**src/rtl/id_ex_stage.sv**
```systemverilog
// id_ex_stage: MIPS decode stage and ID/EX pipeline register.
// Decodes IF/ID opcode, drives RF read addresses, detects load-use
// hazards (one-cycle bubble), and honours flush and downstream hold.
// Ports: clk/rst (async active-high), ifid_* in, rdata1/2 from RF,
// flush/hold controls, rs/rt/stall_out comb outs, idex_* registered
// outs, stall_count saturating bubble counter.
module id_ex_stage #(
    parameter int DW   = 32,
    parameter int CNTW = 16
) (
    input  logic            clk,
    input  logic            rst,
    input  logic [DW-1:0]   ifid_instr,
    input  logic [DW-1:0]   ifid_pc4,
    input  logic            ifid_valid,
    input  logic [DW-1:0]   rdata1,
    input  logic [DW-1:0]   rdata2,
    input  logic            flush,
    input  logic            hold,
    output logic [4:0]      rs,
    output logic [4:0]      rt,
    output logic            stall_out,
    output logic            idex_valid,
    output logic [DW-1:0]   idex_pc4,
    output logic [DW-1:0]   idex_rdata1,
    output logic [DW-1:0]   idex_rdata2,
    output logic [DW-1:0]   idex_imm,
    output logic [4:0]      idex_rs,
    output logic [4:0]      idex_rt,
    output logic [4:0]      idex_rd,
    output logic [5:0]      idex_funct,
    output logic            idex_regwrite,
    output logic            idex_memread,
    output logic            idex_memwrite,
    output logic            idex_memtoreg,
    output logic            idex_alusrc,
    output logic            idex_regdst,
    output logic            idex_branch,
    output logic            idex_jump,
    output logic [1:0]      idex_aluop,
    output logic            idex_illegal,
    output logic [CNTW-1:0] stall_count
);

    localparam logic [5:0] OP_R    = 6'b000000;
    localparam logic [5:0] OP_LW   = 6'b100011;
    localparam logic [5:0] OP_SW   = 6'b101011;
    localparam logic [5:0] OP_BEQ  = 6'b000100;
    localparam logic [5:0] OP_ADDI = 6'b001000;
    localparam logic [5:0] OP_J    = 6'b000010;

    // ctrl order: regwrite memread memwrite memtoreg alusrc regdst branch jump
    logic [7:0]      dec_ctrl;
    logic [1:0]      dec_aluop;
    logic            dec_illegal;
    logic            uses_rs;
    logic            uses_rt;
    logic            hazard;
    logic            load_ok;

    logic            valid_q,   valid_d;
    logic [7:0]      ctrl_q,    ctrl_d;
    logic [1:0]      aluop_q,   aluop_d;
    logic            illegal_q, illegal_d;
    logic [CNTW-1:0] cnt_q,     cnt_d;
    logic [DW-1:0]   pc4_q, rd1_q, rd2_q, imm_q, imm_d;
    logic [4:0]      rs_q, rt_q, rd_q;
    logic [5:0]      funct_q;

    assign rs    = ifid_instr[25:21];
    assign rt    = ifid_instr[20:16];
    assign imm_d = {{(DW-16){ifid_instr[15]}}, ifid_instr[15:0]};

    always_comb begin
        dec_ctrl    = 8'b0;
        dec_aluop   = 2'b00;
        dec_illegal = 1'b0;
        uses_rs     = 1'b0;
        uses_rt     = 1'b0;
        case (ifid_instr[31:26])
            OP_R: begin
                dec_ctrl  = 8'b1000_0100;
                dec_aluop = 2'b10;
                uses_rs   = 1'b1;
                uses_rt   = 1'b1;
            end
            OP_LW: begin
                dec_ctrl = 8'b1101_1000;
                uses_rs  = 1'b1;
            end
            OP_SW: begin
                dec_ctrl = 8'b0010_1000;
                uses_rs  = 1'b1;
                uses_rt  = 1'b1;
            end
            OP_BEQ: begin
                dec_ctrl  = 8'b0000_0010;
                dec_aluop = 2'b01;
                uses_rs   = 1'b1;
                uses_rt   = 1'b1;
            end
            OP_ADDI: begin
                dec_ctrl = 8'b1000_1000;
                uses_rs  = 1'b1;
            end
            OP_J:    dec_ctrl = 8'b0000_0001;
            default: dec_illegal = 1'b1;
        endcase
    end

    // $0 is writable here, so index 0 takes part in the compare.
    assign hazard = valid_q & ctrl_q[6] & ifid_valid &
                    (((rt_q == rs) & uses_rs) | ((rt_q == rt) & uses_rt));

    assign stall_out = hazard | hold;

    // Flush and bubble both kill the control word; datapath still loads.
    assign load_ok = ifid_valid & ~flush & ~hazard;

    always_comb begin
        valid_d   = load_ok;
        ctrl_d    = load_ok ? dec_ctrl    : 8'b0;
        aluop_d   = load_ok ? dec_aluop   : 2'b00;
        illegal_d = load_ok ? dec_illegal : 1'b0;
        cnt_d     = cnt_q;
        if (hazard && !flush && !(&cnt_q)) begin
            cnt_d = cnt_q + 1'b1;
        end
    end

    always_ff @(posedge clk or posedge rst) begin
        if (rst) begin
            valid_q   <= 1'b0;
            ctrl_q    <= 8'b0;
            aluop_q   <= 2'b00;
            illegal_q <= 1'b0;
            cnt_q     <= '0;
            pc4_q     <= '0;
            rd1_q     <= '0;
            rd2_q     <= '0;
            imm_q     <= '0;
            rs_q      <= 5'd0;
            rt_q      <= 5'd0;
            rd_q      <= 5'd0;
            funct_q   <= 6'd0;
        end else if (!hold) begin
            valid_q   <= valid_d;
            ctrl_q    <= ctrl_d;
            aluop_q   <= aluop_d;
            illegal_q <= illegal_d;
            cnt_q     <= cnt_d;
            pc4_q     <= ifid_pc4;
            rd1_q     <= rdata1;
            rd2_q     <= rdata2;
            imm_q     <= imm_d;
            rs_q      <= rs;
            rt_q      <= rt;
            rd_q      <= ifid_instr[15:11];
            funct_q   <= ifid_instr[5:0];
        end
    end

    assign idex_valid    = valid_q;
    assign idex_regwrite = ctrl_q[7];
    assign idex_memread  = ctrl_q[6];
    assign idex_memwrite = ctrl_q[5];
    assign idex_memtoreg = ctrl_q[4];
    assign idex_alusrc   = ctrl_q[3];
    assign idex_regdst   = ctrl_q[2];
    assign idex_branch   = ctrl_q[1];
    assign idex_jump     = ctrl_q[0];
    assign idex_aluop    = aluop_q;
    assign idex_illegal  = illegal_q;
    assign idex_pc4      = pc4_q;
    assign idex_rdata1   = rd1_q;
    assign idex_rdata2   = rd2_q;
    assign idex_imm      = imm_q;
    assign idex_rs       = rs_q;
    assign idex_rt       = rt_q;
    assign idex_rd       = rd_q;
    assign idex_funct    = funct_q;
    assign stall_count   = cnt_q;

endmodule

```
**config.mk**
```make
export PLATFORM = sky130hd
export DESIGN_NAME = id_ex_stage
export DESIGN_NICKNAME = d
export VERILOG_FILES = /design/src/rtl/id_ex_stage.sv
export SDC_FILE = /design/constraint.sdc
export NUM_CORES = 1
export LEC_CHECK = 0
export CAP_MARGIN = 25
export CORE_ASPECT_RATIO = 2
export CORE_MARGIN = 4
export CORE_UTILIZATION = 35
export DETAILED_ROUTE_END_ITERATION = 8
export PLACE_DENSITY = 0.72
export SYNTH_ARGS = -nofsm -noshare
export SYNTH_HDL_FRONTEND = slang
export SYNTH_SLANG_ARGS = --single-unit
```
**constraint.sdc**
```tcl
create_clock -name clk -period 11.6 [get_ports clk]
set_input_delay 1.74 -clock clk [delete_from_list [all_inputs] [get_ports clk]]
set_output_delay 1.74 -clock clk [all_outputs]
set_load 0.005 [all_outputs]
```
==> impl_metrics.tcl <==
set metrics [dict create \
    status "complete, no violations" \
    synthCells 446 \
    worstPathMaxFanout 5 \
    clk_path_buf_depth 2 \
    synth_area_leaders "dfrtp_1 60%, mux2_2 22%, buf_4 4.7%" \
    yosys_warnings 0 \
    worst_pin_slew_ns 0.7931 \
    cap_violations 0 \
    fin_ws_ns 5.955 \
    fin_crit_sh 0.4866 \
    grt_overflow 0 \
    nets 862 \
    syn_avg_cell_area_um2 13.93 \
    vias 4608 \
    drive_above_1_share 0.2203 \
    ioPinCount 321 \
    crit_path_start_kind "input port" \
    seqPwrFrac 0.418 \
    p_sw_frac 0.2260 \
    hp-class "register to register" \
    synth_area_mm2 0.006213 \
    cts-root-buf "clkbuf_16" \
    grt_pass1_vias 5033 \
    first_iter_violations 96 \
    grt_pass1_wl_um 28020 \
    required_ns 9.86 \
    fmax_mhz 177.2 \
    port_buffers 320 \
    grt.total_usage 0.1847 \
    hold_viol_final 0 \
    slew_viol_final 0 \
    comb_power_share 0.177 \
    synth_top_area_cell "dfrtp_1" \
    cellPowerDensity_mw_per_mm2 142.1 \
    p_leak_nw 4.043 \
    arrival_ns 3.90 \
    wl_per_cell_um 19.59 \
    power.switching_uw 319.0 \
    cts_tree "built" \
    die_area_mm2 0.02008 \
    start_util 0.3580 \
    htreeDepth 4 \
    ctsHoldBuffers 0 \
    wl_um 18630 \
    die_y_um 196.4 \
    fin_crit_ns 5.645 \
    insertion_delay_ns 0.41 \
    vdd_drop_max_mv 0.1316 \
    grt_setup_unrepaired "no" \
    intPower_mw 1.093 \
    post-dp-hpwl_um 14460 \
    vias_per_cell 4.845 \
    max_slew_margin 0.4712 \
    die_x_um 102.2 \
    fin_setup_tns_ns 0 \
    place_ws_ns 6.028 \
    cts_inserted_buffers 17 \
    synth_cell_type_count 34 \
    clock_sinks 149 \
    synthToLayoutAreaGrowth_pct 59.85 \
    finalClockSkew_ns 0.004450 \
    path_clk_slew_ns 0.06 \
    ys_ff_latch 149 \
    setup_viol 0 \
    worst_setup_path_end_kind "primary output" \
    p_clk_frac 0.405 \
    post_cts_buffers 0 \
    drtAntennaViolNets 0 \
    synth_top_cell_area_share 0.6001 \
    core_area_mm2 0.01736 \
    synthesis.nets 580 \
    drc_errors 0 \
    grt_antenna_before_repair 1 \
    cts_resized 0 \
    dr.pass1.iters 4 \
    rows 68 \
    ys_seq_area_frac 0.6001 \
    grt_max_degree 90 \
    gp_congestion 0.8731 \
    criticalPathCategory "input port to primary output" \
]
-- sequential cells by signal, summed over array words and instances, names as in the netlist --
register / count
ctrl_q: 7
idex_aluop: 2
idex_illegal: 1
idex_imm: 16
idex_pc4: 32
idex_rdata1: 32
idex_rdata2: 32
idex_rs: 5
idex_rt: 5
idex_valid: 1
stall_count: 16
-- worst paths after layout --
check / depth (start not counted) / start / endpoint / slack, ns
worst max-delay path: 6 / ifid_instr[27] / stall_out / 5.96
worst min-delay path: 2 / ctrl_q[0] / ctrl_q[0] / 0.50
worst max register to register: 6 / idex_rt[4] / stall_count[1] / 9.33
worst min register to register: 2 / ctrl_q[0] / ctrl_q[0] / 0.50
max in group asynchronous: 3 / rst / idex_rdata2[2] / 8.43
min in group asynchronous: 2 / rst / idex_rdata2[27] / 1.86
-- cells in the final DEF (no fill, tap or decap), drive strengths merged --
master         Yosys  layout
buf               42       4
a22oi              1       1
xnor2             21      21
clkdlybuf4s50      0     319
bufinv             0       4
a31oi              1       1
xor2               4       4
dfrtp            149     149
or4                1       1
nor2               4       4
clkbuf            18      19
or3                2       2
and4               2       2
nand2             22      22
o21a               1       1
mux2             123     123
and3               5       5
nand4             10      10
ha                 1       1
clkinv             0       2
or2                1       1
o2111ai            1       1
clkinvlp           0       5
and4b              1       1
o21ai             11      11
o31ai              1       1
nand3             10      10
nor3               3       3
nor4               4       4
diode              0       1
and2b              1       1
nand3b             1       1
inv                5       6
-- Yosys cell counts (all sizes together) --
library cell / count
nand4: 10
and4: 2
dfrtp: 149
or3: 2
o21ai: 11
xor2: 4
clkbuf: 18
o2111ai: 1
ha: 1
and4b: 1
or2: 1
nor3: 3
inv: 5
nor4: 4
o21a: 1
nand3b: 1
a31oi: 1
o31ai: 1
nand3: 10
a22oi: 1
or4: 1
and3: 5
xnor2: 21
nand2: 22
buf: 42
and2b: 1
nor2: 4
mux2: 123
-- through the flow --
stage	power, mW	hold slack (ns)	cell area (um^2)	utilization	std cells
floorplan	0.6836	0.4752	6213	-	446
global placement	0.8471	0.4686	9316	0.5368	919
detailed placement	0.8529	0.4892	9316	0.5368	919
CTS	1.434	0.5039	9930	0.5721	950
global route	1.473	0.5141	9932	0.5722	951
finish	1.412	0.5009	9932	0.5722	951
-- cells by family (layout without fill, tap and decap cells) --
kind of cell,after synthesis,in the layout,share of synthesized area
mux,123,123,0.2229
compound gates,16,16,0.01490
simple gates,67,67,0.05940
xor+xnor,25,25,0.03524
flops,149,149,0.6001
buf+inv,65,359,0.06544
other cells,0,1,0
fa+ha+maj,1,1,0.002013
-- power groups by stage --
stage / Clock, mW / Sequential [mW] / Combinational [mW]
floorplan: 0 / 0.600 / 0.0841
global placement: 0 / 0.597 / 0.250
detailed placement: 0 / 0.599 / 0.254
CTS: 0.589 / 0.591 / 0.255
global route: 0.610 / 0.596 / 0.266
finish: 0.572 / 0.590 / 0.249
-- critical path, cell delays in order --
cell             delay (ns)
clkdlybuf4s50_1        0.49
nor4_1                 0.54
a31oi_1                0.13
nor4_1                 0.34
or3_1                  0.16
clkdlybuf4s50_1        0.49
-- layer usage --
metal | vias up | global-route usage | share of wire
met4 | 0 | 0.08564 | 0.034
met3 | 35 | 0.05313 | 0.083
li1 | 2067 | - | -
met1 | 2269 | 0.1798 | 0.32
met5 | - | 0 | 0
met2 | 237 | 0.3459 | 0.56
-- final cells by class --
type	count	area, um^2
clock buffers	19	432.9
repair buffers	323	3223
inverters	5	23.77
fillers	1449	7425
multi-input cells	232	2078
diodes	1	2.502
clock inverters	12	180.2
flip-flops and latches	149	3729
well taps	210	262.8
(Power assumes the default switching activity.)
